--- config.mk ---
export PLATFORM = sky130hd
export DESIGN_NAME = rgb_fader_flat
export DESIGN_NICKNAME = d
export VERILOG_FILES = /design/src/rtl/rgb_fader_pkg.sv /design/src/rtl/rgb_fader_if.sv /design/src/rtl/key_debounce.sv /design/src/rtl/rgb_fader.sv /design/src/flat_wrapper.sv
export SDC_FILE = /design/constraint.sdc
export NUM_CORES = 1
export LEC_CHECK = 0
export CAP_MARGIN = 25
export CORE_ASPECT_RATIO = 0.7
export CORE_MARGIN = 2
export CORE_UTILIZATION = 29
export DETAILED_ROUTE_END_ITERATION = 7
export PLACE_DENSITY = 0.58
export REMOVE_ABC_BUFFERS = 1
export SYNTH_ARGS = -nofsm -noshare
export SYNTH_HDL_FRONTEND = slang
export SYNTH_SLANG_ARGS = --single-unit
--- constraint.sdc ---
create_clock -name clk12MHz -period 3.2 [get_ports clk12MHz]
set_clock_uncertainty 0.15 [all_clocks]
set_input_delay 0.48 -clock clk12MHz [delete_from_list [all_inputs] [get_ports clk12MHz]]
set_output_delay 0.48 -clock clk12MHz [all_outputs]
set_load 0.01 [all_outputs]
--- src/rtl/rgb_fader_pkg.sv ---
// Shared types and constants for the RGB hue-wheel fader.
// The colour map lives here so every consumer agrees on the wheel.
package rgb_fader_pkg;

  localparam int NUM_SEGS = 6;
  localparam int SEG_W    = $clog2(NUM_SEGS);
  localparam int SPEED_W  = 2;
  localparam int PWM_W    = 8;

  typedef enum logic [SEG_W-1:0] {
    SEG_R_UP_G = 3'd0,
    SEG_R_DN   = 3'd1,
    SEG_B_UP   = 3'd2,
    SEG_G_DN   = 3'd3,
    SEG_R_UP   = 3'd4,
    SEG_B_DN   = 3'd5
  } seg_e;

  typedef struct packed {
    logic [PWM_W-1:0] r;
    logic [PWM_W-1:0] g;
    logic [PWM_W-1:0] b;
  } rgb_t;

  // ~lvl is 255-lvl for 8-bit levels, which keeps each boundary continuous
  function automatic rgb_t colour_map(input seg_e seg, input logic [PWM_W-1:0] lvl);
    rgb_t c;
    case (seg)
      SEG_R_UP_G: c = '{r: 8'hFF, g: lvl,     b: 8'h00};
      SEG_R_DN:   c = '{r: ~lvl,  g: 8'hFF,   b: 8'h00};
      SEG_B_UP:   c = '{r: 8'h00, g: 8'hFF,   b: lvl};
      SEG_G_DN:   c = '{r: 8'h00, g: ~lvl,    b: 8'hFF};
      SEG_R_UP:   c = '{r: lvl,   g: 8'h00,   b: 8'hFF};
      SEG_B_DN:   c = '{r: 8'hFF, g: 8'h00,   b: ~lvl};
      default:    c = '{r: 8'hFF, g: 8'h00,   b: 8'h00};
    endcase
    return c;
  endfunction

endpackage

--- src/rtl/rgb_fader_if.sv ---
// Key inputs and PWM/status outputs of the fader, bundled for the board top.
interface rgb_fader_if;
  import rgb_fader_pkg::*;

  logic               key_speed;
  logic               key_pause;
  logic [PWM_W-1:0]   RedPWM;
  logic [PWM_W-1:0]   GreenPWM;
  logic [PWM_W-1:0]   BluePWM;
  logic [SEG_W-1:0]   segment;
  logic [SPEED_W-1:0] speed;
  logic               paused;

  modport master (
    input  key_speed, key_pause,
    output RedPWM, GreenPWM, BluePWM, segment, speed, paused
  );

  modport slave (
    output key_speed, key_pause,
    input  RedPWM, GreenPWM, BluePWM, segment, speed, paused
  );

endinterface

--- src/rtl/key_debounce.sv ---
// Synchronise and debounce an active-low board key; pulse once per accepted press.
module key_debounce #(
  parameter int DEBOUNCE_CYCLES = 120000
) (
  input  logic clk12MHz,
  input  logic reset,
  input  logic key_n,
  output logic pressed
);

  localparam int CNT_W = $clog2(DEBOUNCE_CYCLES + 1);
  localparam logic [CNT_W-1:0] CNT_LAST = CNT_W'(DEBOUNCE_CYCLES - 1);

  logic             sync1_r;
  logic             sync2_r;
  logic             stable_r;
  logic             pressed_r;
  logic [CNT_W-1:0] cnt_r;

  // two-flop synchroniser, idles at the released (high) level
  always_ff @(posedge clk12MHz or posedge reset) begin
    if (reset) begin
      sync1_r <= 1'b1;
      sync2_r <= 1'b1;
    end else begin
      sync1_r <= key_n;
      sync2_r <= sync1_r;
    end
  end

  // any return to the accepted level restarts the stability count
  always_ff @(posedge clk12MHz or posedge reset) begin
    if (reset) begin
      cnt_r     <= {CNT_W{1'b0}};
      stable_r  <= 1'b1;
      pressed_r <= 1'b0;
    end else begin
      pressed_r <= 1'b0;
      if (sync2_r == stable_r) begin
        cnt_r <= {CNT_W{1'b0}};
      end else if (cnt_r == CNT_LAST) begin
        cnt_r     <= {CNT_W{1'b0}};
        stable_r  <= sync2_r;
        pressed_r <= stable_r & ~sync2_r;
      end else begin
        cnt_r <= cnt_r + CNT_W'(1);
      end
    end
  end

  assign pressed = pressed_r;

endmodule

--- src/rtl/rgb_fader.sv ---
// Hue-wheel colour generator: prescaled seg/level walker with debounced speed/pause keys.
module rgb_fader
  import rgb_fader_pkg::*;
#(
  parameter int DEBOUNCE_CYCLES = 120000,
  parameter int STEP_BASE       = 46875
) (
  input  logic          clk12MHz,
  input  logic          reset,
  rgb_fader_if.master   bus
);

  localparam int PRE_W = $clog2(STEP_BASE + 1);
  localparam logic [PRE_W-1:0] STEP_BASE_W = PRE_W'(STEP_BASE);

  logic               speed_press_s;
  logic               pause_press_s;
  seg_e               seg_r;
  seg_e               seg_nx_s;
  logic [PWM_W-1:0]   level_r;
  logic [PWM_W-1:0]   level_nx_s;
  logic [SPEED_W-1:0] speed_r;
  logic [SPEED_W-1:0] speed_nx_s;
  logic               paused_r;
  logic               paused_nx_s;
  logic [PRE_W-1:0]   prescaler_r;
  logic [PRE_W-1:0]   prescaler_nx_s;
  logic [PRE_W-1:0]   period_s;
  logic               tick_s;
  rgb_t               rgb_r;
  rgb_t               rgb_nx_s;

  key_debounce #(.DEBOUNCE_CYCLES(DEBOUNCE_CYCLES)) u_key_speed (
    .clk12MHz (clk12MHz),
    .reset    (reset),
    .key_n    (bus.key_speed),
    .pressed  (speed_press_s)
  );

  key_debounce #(.DEBOUNCE_CYCLES(DEBOUNCE_CYCLES)) u_key_pause (
    .clk12MHz (clk12MHz),
    .reset    (reset),
    .key_n    (bus.key_pause),
    .pressed  (pause_press_s)
  );

  // next-state: tick decision, wheel advance, key effects, colour of the next state
  always_comb begin
    period_s       = STEP_BASE_W >> speed_r;
    tick_s         = ~paused_r && (prescaler_r == period_s - PRE_W'(1));
    seg_nx_s       = seg_r;
    level_nx_s     = level_r;
    prescaler_nx_s = prescaler_r;

    if (tick_s) begin
      level_nx_s = level_r + 8'd1;
      if (level_r == 8'hFF) begin
        case (seg_r)
          SEG_R_UP_G: seg_nx_s = SEG_R_DN;
          SEG_R_DN:   seg_nx_s = SEG_B_UP;
          SEG_B_UP:   seg_nx_s = SEG_G_DN;
          SEG_G_DN:   seg_nx_s = SEG_R_UP;
          SEG_R_UP:   seg_nx_s = SEG_B_DN;
          SEG_B_DN:   seg_nx_s = SEG_R_UP_G;
          default:    seg_nx_s = SEG_R_UP_G;
        endcase
      end else begin
        seg_nx_s = seg_r;
      end
    end else begin
      level_nx_s = level_r;
    end

    // a speed change restarts the step interval, even on a tick cycle
    if (speed_press_s || tick_s) begin
      prescaler_nx_s = {PRE_W{1'b0}};
    end else if (paused_r) begin
      prescaler_nx_s = prescaler_r;
    end else begin
      prescaler_nx_s = prescaler_r + PRE_W'(1);
    end

    if (speed_press_s) begin
      speed_nx_s = speed_r + 2'd1;
    end else begin
      speed_nx_s = speed_r;
    end

    paused_nx_s = paused_r ^ pause_press_s;
    rgb_nx_s    = colour_map(seg_nx_s, level_nx_s);
  end

  // state and registered outputs
  always_ff @(posedge clk12MHz or posedge reset) begin
    if (reset) begin
      seg_r       <= SEG_R_UP_G;
      level_r     <= 8'd0;
      speed_r     <= 2'd0;
      paused_r    <= 1'b0;
      prescaler_r <= {PRE_W{1'b0}};
      rgb_r       <= '{r: 8'hFF, g: 8'h00, b: 8'h00};
    end else begin
      seg_r       <= seg_nx_s;
      level_r     <= level_nx_s;
      speed_r     <= speed_nx_s;
      paused_r    <= paused_nx_s;
      prescaler_r <= prescaler_nx_s;
      rgb_r       <= rgb_nx_s;
    end
  end

  assign bus.RedPWM   = rgb_r.r;
  assign bus.GreenPWM = rgb_r.g;
  assign bus.BluePWM  = rgb_r.b;
  assign bus.segment  = seg_r;
  assign bus.speed    = speed_r;
  assign bus.paused   = paused_r;

endmodule

--- src/flat_wrapper.sv ---
// flat-port wrapper written by rule: the top's interface ports become plain ports
module rgb_fader_flat import rgb_fader_pkg::*;
#(
  parameter int DEBOUNCE_CYCLES = 120000,
  parameter int STEP_BASE       = 46875
)
  (clk12MHz, reset, bus_key_speed, bus_key_pause, bus_RedPWM, bus_GreenPWM, bus_BluePWM, bus_segment, bus_speed, bus_paused);
  rgb_fader_if bus_i ();
  input  logic clk12MHz;
  input  logic reset;
  input wire logic [$bits(bus_i.key_speed)-1:0] bus_key_speed;
  input wire logic [$bits(bus_i.key_pause)-1:0] bus_key_pause;
  output wire logic [$bits(bus_i.RedPWM)-1:0] bus_RedPWM;
  output wire logic [$bits(bus_i.GreenPWM)-1:0] bus_GreenPWM;
  output wire logic [$bits(bus_i.BluePWM)-1:0] bus_BluePWM;
  output wire logic [$bits(bus_i.segment)-1:0] bus_segment;
  output wire logic [$bits(bus_i.speed)-1:0] bus_speed;
  output wire logic [$bits(bus_i.paused)-1:0] bus_paused;
  assign bus_i.key_speed = bus_key_speed;
  assign bus_i.key_pause = bus_key_pause;
  assign bus_RedPWM = bus_i.RedPWM;
  assign bus_GreenPWM = bus_i.GreenPWM;
  assign bus_BluePWM = bus_i.BluePWM;
  assign bus_segment = bus_i.segment;
  assign bus_speed = bus_i.speed;
  assign bus_paused = bus_i.paused;
  rgb_fader #(.DEBOUNCE_CYCLES(DEBOUNCE_CYCLES), .STEP_BASE(STEP_BASE)) u_core (.clk12MHz(clk12MHz), .reset(reset), .bus(bus_i));
endmodule
==> impl_metrics.xml, run 1 <==
<?xml version="1.0" encoding="UTF-8"?>
<metrics>
  <group name="global_routing">
    <metric name="globalRouteTotalUtil" unit="%">13.7</metric>
    <metric name="grt_antenna_before_repair" unit="">0</metric>
    <metric name="global_route.overflow_total" unit="">0</metric>
    <metric name="grt_first_pass_wirelength" unit="um">20800</metric>
    <metric name="grt_start_max_net_pins" unit="">52</metric>
    <metric name="grt_pass1_vias" unit="">3979</metric>
  </group>
  <group name="setup_path">
    <metric name="crit_type" unit="">flop to flop</metric>
    <metric name="timing.critical_path.arrival" unit="ns">3.11</metric>
    <metric name="critical_path_cell_sequence" unit="">inv_1 &gt; ha_1 &gt; o21ba_2 &gt; a2111oi_4 &gt; nand4_4 &gt; buf_4 &gt; nor4_4 &gt; o21ba_4 &gt; nor2_1 &gt; a311oi_1</metric>
    <metric name="critPathMaxStageDelay" unit="ns">0.41</metric>
    <metric name="crit_required" unit="ns">3.28</metric>
    <metric name="maximum_fanout_along_the_worst_path" unit="">9</metric>
    <metric name="slowest_stage" unit="">sky130_fd_sc_hd__dfrtp_1</metric>
    <metric name="start_kind" unit="">flop</metric>
    <metric name="crit_path_end_kind" unit="">flop</metric>
  </group>
  <group name="pwr">
    <metric name="power.static_leakage" unit="nW">2.68</metric>
    <metric name="clock_power_share" unit="%">45.7</metric>
    <metric name="p_switching" unit="mW">0.571</metric>
    <metric name="gate_power_share" unit="%">2.1</metric>
    <metric name="cell_internal_pwr" unit="mW">1.79</metric>
    <metric name="vdd_drop_max" unit="uV">209</metric>
    <metric name="power.switching_fraction" unit="%">24.2</metric>
    <metric name="power-per-cell-area" unit="nW/um^2">373</metric>
    <metric name="power.share.sequential" unit="%">52.1</metric>
  </group>
  <group name="floorplan">
    <metric name="die_w" unit="um">165</metric>
    <metric name="core_area" unit="sq um">17900</metric>
    <metric name="die_footprint" unit="sq um">19200</metric>
    <metric name="chipHeight" unit="um">117</metric>
    <metric name="initial_core_util" unit="%">29.4</metric>
    <metric name="std_cell_rows" unit="">41</metric>
    <metric name="ioPinCount" unit="">34</metric>
  </group>
  <group name="synthesis">
    <metric name="yosys.area.top_type" unit="">sky130_fd_sc_hd__dfrtp_1</metric>
    <metric name="fraction_of_synthesized_area_in_multiplexers" unit="%">1.76</metric>
    <metric name="synth_cell_type_count" unit="">70</metric>
    <metric name="postSynthCellCount" unit="">541</metric>
    <metric name="synthAdderAreaFrac" unit="%">2.86</metric>
    <metric name="average_cell_area_after_synthesis" unit="sq um">9.70</metric>
    <metric name="post_synth_edffs" unit="">0</metric>
    <metric name="synth_seq_area_share" unit="%">46.1</metric>
    <metric name="synth_top_family_by_area" unit="">simple AND/OR/NAND/NOR gates</metric>
    <metric name="postSynthRegisterBits" unit="">96</metric>
    <metric name="synth-warning-count" unit="">0</metric>
    <metric name="async_flop_share" unit="%">100</metric>
    <metric name="synth_top_flop_cell" unit="">sky130_fd_sc_hd__dfrtp_1</metric>
    <metric name="yosys.area_share.simple" unit="%">22.8</metric>
    <metric name="netlist_top_cells_area" unit="">sky130_fd_sc_hd__dfrtp_1 (39%), sky130_fd_sc_hd__dfstp_2 (7.0%), sky130_fd_sc_hd__xor2_1 (6.0%)</metric>
    <metric name="post_synth_xor_area_fraction" unit="%">10.5</metric>
    <metric name="netlist_area" unit="sq um">5250</metric>
    <metric name="share_of_the_synthesized_area_in_compound_gates_ao_oa_aoi_oai" unit="%">12.5</metric>
    <metric name="yosysTopAreaCellShare" unit="%">39.1</metric>
  </group>
  <group name="sta">
    <metric name="max_freq" unit="MHz">330</metric>
    <metric name="min_period" unit="ns">3.03</metric>
    <metric name="final_period_utilization" unit="%">94.6</metric>
    <metric name="finalSetupViolations" unit="">0</metric>
    <metric name="drv_slew" unit="">0</metric>
    <metric name="postLayoutSetupSlackWorst" unit="ns">0.173</metric>
    <metric name="setup-tns-final" unit="ns">0</metric>
    <metric name="worstMarginPinSlew" unit="ns">0.657</metric>
    <metric name="grt_setup_unrepaired" unit="">false</metric>
    <metric name="slew-limit-headroom" unit="%">56.2</metric>
    <metric name="final_hold_viol_count" unit="">0</metric>
  </group>
  <group name="detailed_routing">
    <metric name="routed-via-count" unit="">4096</metric>
    <metric name="route.detailed.drc" unit="">0</metric>
    <metric name="drt_iter0_markers" unit="">366</metric>
    <metric name="totalWireLength" unit="um">12300</metric>
    <metric name="detailedRoute.firstPassIterationCount" unit="">5</metric>
    <metric name="drt.antenna.violating_nets" unit="">0</metric>
    <metric name="routed_via_density" unit="">4.93</metric>
    <metric name="route.detailed.wl_per_inst" unit="um">14.9</metric>
  </group>
  <group name="layout">
    <metric name="num-nets-final" unit="">605</metric>
    <metric name="finalCoreUtilization" unit="%">35.5</metric>
    <metric name="syn2layout_area_growth" unit="%">20.7</metric>
    <metric name="final_cell_mix" unit="">sky130_fd_sc_hd__dfrtp_1 (82), sky130_fd_sc_hd__nor2_1 (79), sky130_fd_sc_hd__nand2_1 (42), sky130_fd_sc_hd__xor2_1 (36), sky130_fd_sc_hd__clkdlybuf4s50_1 (33)</metric>
    <metric name="fin_cells" unit="">830</metric>
    <metric name="antenna_cells_inserted" unit="">0</metric>
    <metric name="drive_gt1_share" unit="%">15.3</metric>
    <metric name="final_design_area_no_fill" unit="sq um">6330</metric>
    <metric name="layout_commonest_cell" unit="">sky130_fd_sc_hd__dfrtp_1</metric>
  </group>
  <group name="clocking">
    <metric name="worst_setup_hold_path_clk_slew" unit="ns">0.08</metric>
    <metric name="clockRootBuffer" unit="">sky130_fd_sc_hd__clkbuf_16</metric>
    <metric name="htree_levels" unit="">3</metric>
    <metric name="clock-sinks" unit="">96</metric>
    <metric name="cts.repair_timing.setup_buffer_count" unit="">0</metric>
    <metric name="tritoncts.num_buffers" unit="">9</metric>
    <metric name="tritoncts" unit="">done</metric>
    <metric name="max_buffers_root_to_sink" unit="">2</metric>
    <metric name="clock_insertion_delay_worst_skew" unit="ns">0.35</metric>
  </group>
  <group name="placement">
    <metric name="dp_slack" unit="ns">0.102</metric>
    <metric name="detailed_place.area" unit="sq um">6000</metric>
    <metric name="io_buffer_count" unit="">33</metric>
    <metric name="gp_congestion" unit="">0.857</metric>
    <metric name="number_of_placed_instances_taps_included" unit="">814</metric>
    <metric name="hpwlAfterDp" unit="um">8970</metric>
  </group>
  <group name="run">
    <metric name="maxCapViolCount" unit="">0</metric>
  </group>
  <group name="status">
    <metric name="run_status" unit="">completed</metric>
  </group>
  <group name="min_path">
    <metric name="hp-class" unit="">flop to flop</metric>
  </group>
</metrics>
[cell families after synthesis]
logic type	count (synthesis)
multiplexers	9
XOR/XNOR	63
adder cells (fa/ha/maj)	12
buffers and inverters	44
flip-flops	96
AND/OR/NAND/NOR	233
AO/OA/AOI/OAI	84
[worst max-delay path, delay by kind of cell (launching register included)]
| kind | cells | cell delay (ns) |
|---|---|---|
| buf+inv | 2 | 0.32 |
| flops | 1 | 0.41 |
| fa+ha+maj | 1 | 0.31 |
| simple gates | 3 | 0.57 |
| compound gates | 4 | 1.14 |
[per-stage QoR]
stage                     hold slack [ns]  total power [mW]
final                               0.204              2.36
after global routing                0.204              2.47
after CTS                           0.203              2.40
after detailed placement            0.199              1.31
after global placement              0.197              1.30
after floorplan                     0.195              1.29
[registers in the layout (all words and copies together) (netlist names)]
name / flops
u_core.u_key_pause.sync2_r: 1
u_core.bus.speed: 2
u_core.u_key_speed.pressed: 1
u_core.u_key_pause.stable_r: 1
u_core.bus.BluePWM: 8
u_core.u_key_speed.sync1_r: 1
u_core.level_r: 8
u_core.bus.RedPWM: 8
u_core.bus.segment: 3
u_core.u_key_pause.cnt_r: 17
u_core.bus.GreenPWM: 8
u_core.u_key_speed.cnt_r: 17
u_core.u_key_pause.pressed: 1
u_core.bus.paused: 1
u_core.u_key_pause.sync1_r: 1
u_core.u_key_speed.stable_r: 1
u_core.prescaler_r: 16
u_core.u_key_speed.sync2_r: 1
[what timing repair did]
action / in CTS / in global routing
resized for setup: 0 / 7
hold buffers: 0 / 0
endpoints found under the setup margin: 0 / 11
[layout make-up]
cell class                      instances  area, sq um
Fill cell                            1785        11500
Multi-Input combinational cell        401         2680
Sequential cell                        96         2420
Timing Repair Buffer                   64          576
Tap cell                              236          295
Clock buffer                            9          225
Clock inverter                          7         73.8
Inverter                               17         66.3
[synth_stat cells, types with 3 or more instances]
| cell type | number |
|---|---|
| sky130_fd_sc_hd__o22ai_1 | 5 |
| sky130_fd_sc_hd__nor4_2 | 3 |
| sky130_fd_sc_hd__clkbuf_1 | 21 |
| sky130_fd_sc_hd__dfstp_2 | 14 |
| sky130_fd_sc_hd__o21ai_0 | 19 |
| sky130_fd_sc_hd__nand4_1 | 7 |
| sky130_fd_sc_hd__and2_1 | 4 |
| sky130_fd_sc_hd__a211oi_1 | 3 |
| sky130_fd_sc_hd__o21ba_2 | 3 |
| sky130_fd_sc_hd__mux2i_1 | 7 |
| sky130_fd_sc_hd__nor2b_1 | 3 |
| sky130_fd_sc_hd__nor4_1 | 8 |
| sky130_fd_sc_hd__o311ai_0 | 3 |
| sky130_fd_sc_hd__dfrtp_1 | 82 |
| sky130_fd_sc_hd__a21oi_1 | 7 |
| sky130_fd_sc_hd__ha_1 | 12 |
| sky130_fd_sc_hd__nand3_1 | 31 |
| sky130_fd_sc_hd__xnor2_1 | 27 |
| sky130_fd_sc_hd__or3_1 | 3 |
| sky130_fd_sc_hd__o31ai_1 | 6 |
| sky130_fd_sc_hd__nand2_1 | 42 |
| sky130_fd_sc_hd__o211ai_1 | 5 |
| sky130_fd_sc_hd__and3_1 | 17 |
| sky130_fd_sc_hd__nor2_1 | 79 |
| sky130_fd_sc_hd__inv_1 | 17 |
| sky130_fd_sc_hd__xor2_1 | 36 |
| sky130_fd_sc_hd__buf_2 | 4 |
| sky130_fd_sc_hd__nand3b_1 | 4 |
| sky130_fd_sc_hd__nor3_1 | 9 |
| sky130_fd_sc_hd__o21a_1 | 4 |
| sky130_fd_sc_hd__nand2b_1 | 4 |
[final timing paths]
kind | slack [ns] | cells after the start | end | startpoint
worst max-delay path | 0.17 | 10 | u_core.bus.RedPWM[6] | u_core.bus.speed[0]
worst min-delay path | 0.20 | 0 | u_core.u_key_speed.sync2_r | u_core.u_key_speed.sync1_r
worst max register to register | 0.17 | 10 | u_core.bus.RedPWM[6] | u_core.bus.speed[0]
worst min register to register | 0.20 | 0 | u_core.u_key_speed.sync2_r | u_core.u_key_speed.sync1_r
max in group asynchronous | 1.76 | 3 | u_core.bus.RedPWM[6] | reset
min in group asynchronous | 0.40 | 2 | u_core.u_key_pause.cnt_r[14] | reset
[power groups by stage]
stage | Combinational, mW | Sequential (mW) | Clock (mW)
after CTS | 0.0532 | 1.23 | 1.12
after global routing | 0.0599 | 1.23 | 1.18
after global placement | 0.0507 | 1.25 | 0
after floorplan | 0.0338 | 1.25 | 0
final | 0.0503 | 1.23 | 1.08
after detailed placement | 0.0530 | 1.25 | 0
[per-layer routing]
| layer | wire (um) | track usage, % | up-vias | share of wire (%) |
|---|---|---|---|---|
| li1 | - | - | 1987 | - |
| met4 | 89 | 3.19 | 0 | 0.72 |
| met5 | 0 | 0 | - | 0 |
| met2 | 5500 | 21.1 | 109 | 45 |
| met3 | 616 | 3.05 | 10 | 5.0 |
| met1 | 6140 | 19.8 | 1990 | 50 |
No activity file was read; power rests on OpenSTA's default activity.
==> inputs of run 2 (changes only) <==
--- a/config.mk
+++ b/config.mk
@@ -5,6 +5,7 @@
 export SDC_FILE = /design/constraint.sdc
 export NUM_CORES = 1
 export LEC_CHECK = 0
+export ABC_AREA = 1
 export CAP_MARGIN = 25
 export CORE_ASPECT_RATIO = 0.7
 export CORE_MARGIN = 2
==> impl_metrics.xml, run 2 <==
<?xml version="1.0" encoding="UTF-8"?>
<metrics>
  <group name="status">
    <metric name="run_status" unit="">completed</metric>
  </group>
  <group name="global_routing">
    <metric name="grt_pass1_vias" unit="">3747</metric>
    <metric name="globalRouteTotalUtil" unit="%">12.6</metric>
    <metric name="grt_start_max_net_pins" unit="">50</metric>
    <metric name="grt_first_pass_wirelength" unit="um">18900</metric>
    <metric name="grt_antenna_before_repair" unit="">0</metric>
    <metric name="global_route.overflow_total" unit="">0</metric>
  </group>
  <group name="sta">
    <metric name="drv_slew" unit="">0</metric>
    <metric name="final_period_utilization" unit="%">90.2</metric>
    <metric name="postLayoutSetupSlackWorst" unit="ns">0.314</metric>
    <metric name="slew-limit-headroom" unit="%">55.5</metric>
    <metric name="setup-tns-final" unit="ns">0</metric>
    <metric name="finalSetupViolations" unit="">0</metric>
    <metric name="worstMarginPinSlew" unit="ns">0.662</metric>
    <metric name="final_hold_viol_count" unit="">0</metric>
    <metric name="grt_setup_unrepaired" unit="">false</metric>
    <metric name="max_freq" unit="MHz">346</metric>
    <metric name="min_period" unit="ns">2.89</metric>
  </group>
  <group name="setup_path">
    <metric name="crit_type" unit="">flop to flop</metric>
    <metric name="slowest_stage" unit="">sky130_fd_sc_hd__dfrtp_1</metric>
    <metric name="crit_path_end_kind" unit="">flop</metric>
    <metric name="crit_required" unit="ns">3.32</metric>
    <metric name="critPathBufInv" unit="">2</metric>
    <metric name="path_delay_family" unit="">simple AND/OR/NAND/NOR gates</metric>
    <metric name="reg2regPathDepth" unit="">12</metric>
    <metric name="r2r_end" unit="">u_core.bus.BluePWM[2]</metric>
    <metric name="start_kind" unit="">flop</metric>
    <metric name="timing.critical_path.arrival" unit="ns">3.00</metric>
    <metric name="critPathMaxStageDelay" unit="ns">0.48</metric>
    <metric name="maximum_fanout_along_the_worst_path" unit="">15</metric>
    <metric name="critical_path_cell_sequence" unit="">inv_2 &gt; ha_1 &gt; xor2_1 &gt; nor2_1 &gt; nand2_1 &gt; nor2_4 &gt; nand4_1 &gt; nand2_4 &gt; inv_1 &gt; nor2_2 &gt; nand3_1 &gt; nand3_1</metric>
    <metric name="regToRegSetupSlack" unit="ns">0.31</metric>
    <metric name="critical_path.reg2reg.startpoint" unit="">u_core.bus.speed[1]</metric>
    <metric name="dominant_cell_type_by_count_on_the_critical_path" unit="">sky130_fd_sc_hd__nand3_1</metric>
  </group>
  <group name="floorplan">
    <metric name="ioPinCount" unit="">34</metric>
    <metric name="die_w" unit="um">162</metric>
    <metric name="initial_core_util" unit="%">29.6</metric>
    <metric name="std_cell_rows" unit="">40</metric>
    <metric name="core_area" unit="sq um">17200</metric>
    <metric name="die_footprint" unit="sq um">18600</metric>
    <metric name="chipHeight" unit="um">115</metric>
  </group>
  <group name="layout">
    <metric name="layout_top_registers" unit="">u_core.u_key_pause.cnt_r: 17 flops, u_core.u_key_speed.cnt_r: 17 flops, u_core.prescaler_r: 16 flops</metric>
    <metric name="fin_cells" unit="">910</metric>
    <metric name="area.sequential" unit="sq um">2420</metric>
    <metric name="drive_gt1_share" unit="%">9.72</metric>
    <metric name="num-nets-final" unit="">690</metric>
    <metric name="antenna_cells_inserted" unit="">0</metric>
    <metric name="layout_commonest_cell" unit="">sky130_fd_sc_hd__nand2_1</metric>
    <metric name="syn2layout_area_growth" unit="%">18.3</metric>
    <metric name="final_design_area_no_fill" unit="sq um">6010</metric>
    <metric name="multi_input_area" unit="sq um">2270</metric>
    <metric name="final_cell_mix" unit="">sky130_fd_sc_hd__nand2_1 (132), sky130_fd_sc_hd__dfrtp_1 (82), sky130_fd_sc_hd__nor2_1 (75), sky130_fd_sc_hd__inv_1 (71), sky130_fd_sc_hd__nand3_1 (60)</metric>
    <metric name="fillers" unit="">1747</metric>
  </group>
  <group name="synthesis">
    <metric name="post_synth_xor_area_fraction" unit="%">4.48</metric>
    <metric name="synthAdderAreaFrac" unit="%">2.95</metric>
    <metric name="fraction_of_synthesized_area_in_multiplexers" unit="%">0</metric>
    <metric name="postSynthRegisterBits" unit="">96</metric>
    <metric name="yosysTopAreaCellShare" unit="%">40.4</metric>
    <metric name="synth_cell_type_count" unit="">34</metric>
    <metric name="postSynthCellCount" unit="">631</metric>
    <metric name="share_of_the_synthesized_area_in_compound_gates_ao_oa_aoi_oai" unit="%">5.05</metric>
    <metric name="synth_commonest_cells" unit="">sky130_fd_sc_hd__nand2_1 (133), sky130_fd_sc_hd__dfrtp_1 (82), sky130_fd_sc_hd__nor2_1 (75)</metric>
    <metric name="post_synth_edffs" unit="">0</metric>
    <metric name="yosys.area.top_type" unit="">sky130_fd_sc_hd__dfrtp_1</metric>
    <metric name="synthMostInstantiatedCell" unit="">sky130_fd_sc_hd__nand2_1</metric>
    <metric name="async_flop_share" unit="%">100</metric>
    <metric name="synth_top_flop_cell" unit="">sky130_fd_sc_hd__dfrtp_1</metric>
    <metric name="yosys.area_share.simple" unit="%">32.2</metric>
    <metric name="average_cell_area_after_synthesis" unit="sq um">8.05</metric>
    <metric name="synth_seq_area_share" unit="%">47.6</metric>
    <metric name="synth_top_family_by_area" unit="">simple AND/OR/NAND/NOR gates</metric>
    <metric name="netlist_top_cells_area" unit="">sky130_fd_sc_hd__dfrtp_1 (40%), sky130_fd_sc_hd__nand2_1 (9.8%), sky130_fd_sc_hd__dfstp_2 (7.2%)</metric>
    <metric name="netlist_area" unit="sq um">5080</metric>
    <metric name="synth-warning-count" unit="">0</metric>
  </group>
  <group name="clocking">
    <metric name="clockRootBuffer" unit="">sky130_fd_sc_hd__clkbuf_16</metric>
    <metric name="tritoncts" unit="">done</metric>
    <metric name="clock-sinks" unit="">96</metric>
    <metric name="clock_insertion_delay_worst_skew" unit="ns">0.34</metric>
    <metric name="htree_levels" unit="">3</metric>
    <metric name="max_buffers_root_to_sink" unit="">2</metric>
    <metric name="tritoncts.num_buffers" unit="">9</metric>
    <metric name="worst_setup_hold_path_clk_slew" unit="ns">0.07</metric>
  </group>
  <group name="detailed_routing">
    <metric name="route.detailed.wl_per_inst" unit="um">12.2</metric>
    <metric name="detailedRoute.firstPassIterationCount" unit="">5</metric>
    <metric name="routed-via-count" unit="">4147</metric>
    <metric name="drt.antenna.violating_nets" unit="">0</metric>
    <metric name="route.detailed.drc" unit="">0</metric>
    <metric name="totalWireLength" unit="um">11100</metric>
    <metric name="drt_iter0_markers" unit="">284</metric>
    <metric name="routed_via_density" unit="">4.56</metric>
  </group>
  <group name="pwr">
    <metric name="power-per-cell-area" unit="nW/um^2">396</metric>
    <metric name="power.static_leakage" unit="nW">2.60</metric>
    <metric name="fin_total_pwr" unit="mW">2.38</metric>
    <metric name="vdd_drop_max" unit="uV">215</metric>
  </group>
  <group name="min_path">
    <metric name="end_point_of_the_worst_hold_path" unit="">u_core.u_key_speed.sync2_r</metric>
    <metric name="hp-class" unit="">flop to flop</metric>
    <metric name="hold_path_startpoint" unit="">u_core.u_key_speed.sync1_r</metric>
    <metric name="worstHoldPathCells" unit="">0</metric>
  </group>
  <group name="placement">
    <metric name="dp_slack" unit="ns">0.307</metric>
    <metric name="gp_congestion" unit="">0.877</metric>
    <metric name="detailed_place.area" unit="sq um">5690</metric>
    <metric name="hpwlAfterDp" unit="um">8260</metric>
    <metric name="number_of_placed_instances_taps_included" unit="">892</metric>
    <metric name="io_buffer_count" unit="">33</metric>
  </group>
  <group name="run">
    <metric name="maxCapViolCount" unit="">0</metric>
  </group>
</metrics>
==> run 2: cell count changes after synthesis, sizes merged, moves of 16 or more <==
cell,change
nand2,+93
xnor2,-21
nand4,+25
and3,-16
inv,+68
clkbuf,-18
xor2,-16
nand3,+30
==> run 2: per-stage QoR <==
step | utilization, % | hold slack [ns]
4_1_cts | 34.9 | 0.208
2_1_floorplan | - | 0.195
5_1_grt | 35.0 | 0.211
6_report | 35.0 | 0.206
3_3_place_gp | 33.1 | 0.198
3_5_place_dp | 33.1 | 0.197
==> run 2: worst max path at each step <==
stage                     cells after the start                    end                start
after floorplan                               1  u_core.bus.BluePWM[0]                reset
after CTS                                    12   u_core.bus.RedPWM[0]  u_core.bus.speed[1]
final                                        12  u_core.bus.BluePWM[2]  u_core.bus.speed[1]
after global routing                         14  u_core.bus.BluePWM[2]  u_core.bus.speed[1]
after global placement                       12   u_core.bus.RedPWM[0]  u_core.bus.speed[1]
after detailed placement                     12   u_core.bus.RedPWM[6]  u_core.bus.speed[1]
==> run 2: routing by layer <==
layer	share of wire [%]	global-route usage, %
met5	0	0
met4	0.37	2.12
met3	5.1	3.25
met2	40	17.4
met1	55	19.7
==> run 2: what timing repair did <==
action	CTS	global route
endpoints found under the setup margin	0	15
resized for setup	0	1
hold buffers	0	0
hold endpoints to repair	0	0
buffers inserted	0	2
==> run 2: where the power goes <==
| group | switching [mW] | total [mW] | internal, mW |
|---|---|---|---|
| sequential | 0.00473 | 1.23 | 1.22 |
| combinational | 0.0387 | 0.0518 | 0.0131 |
| clock | 0.465 | 1.10 | 0.633 |
| total | 0.509 | 2.38 | 1.87 |
==> run 2: logic make-up (layout without fill, tap and decap cells) <==
kind of cell | Yosys count | after routing
simple gates | 354 | 354
flops | 96 | 96
buf+inv | 96 | 144
compound gates | 47 | 47
xor+xnor | 26 | 26
fa+ha+maj | 12 | 12
==> run 2: cell type report <==
class,instances,area share [%]
Timing Repair Buffer,42,6.62
Inverter,86,5.41
Clock buffer,11,4.04
Sequential cell,96,40.3
Clock inverter,5,1.06
Multi-Input combinational cell,439,37.8
Tap cell,231,4.81
==> run 2: worst reg2reg max path, delay by kind of cell (launching register included) <==
kind / cells / cell delay [ns]
xor gates and xnor gates: 1 / 0.16
adders and majority gates: 1 / 0.36
buffers and inverters: 2 / 0.21
and+or+nand+nor: 8 / 1.47
DFF: 1 / 0.48
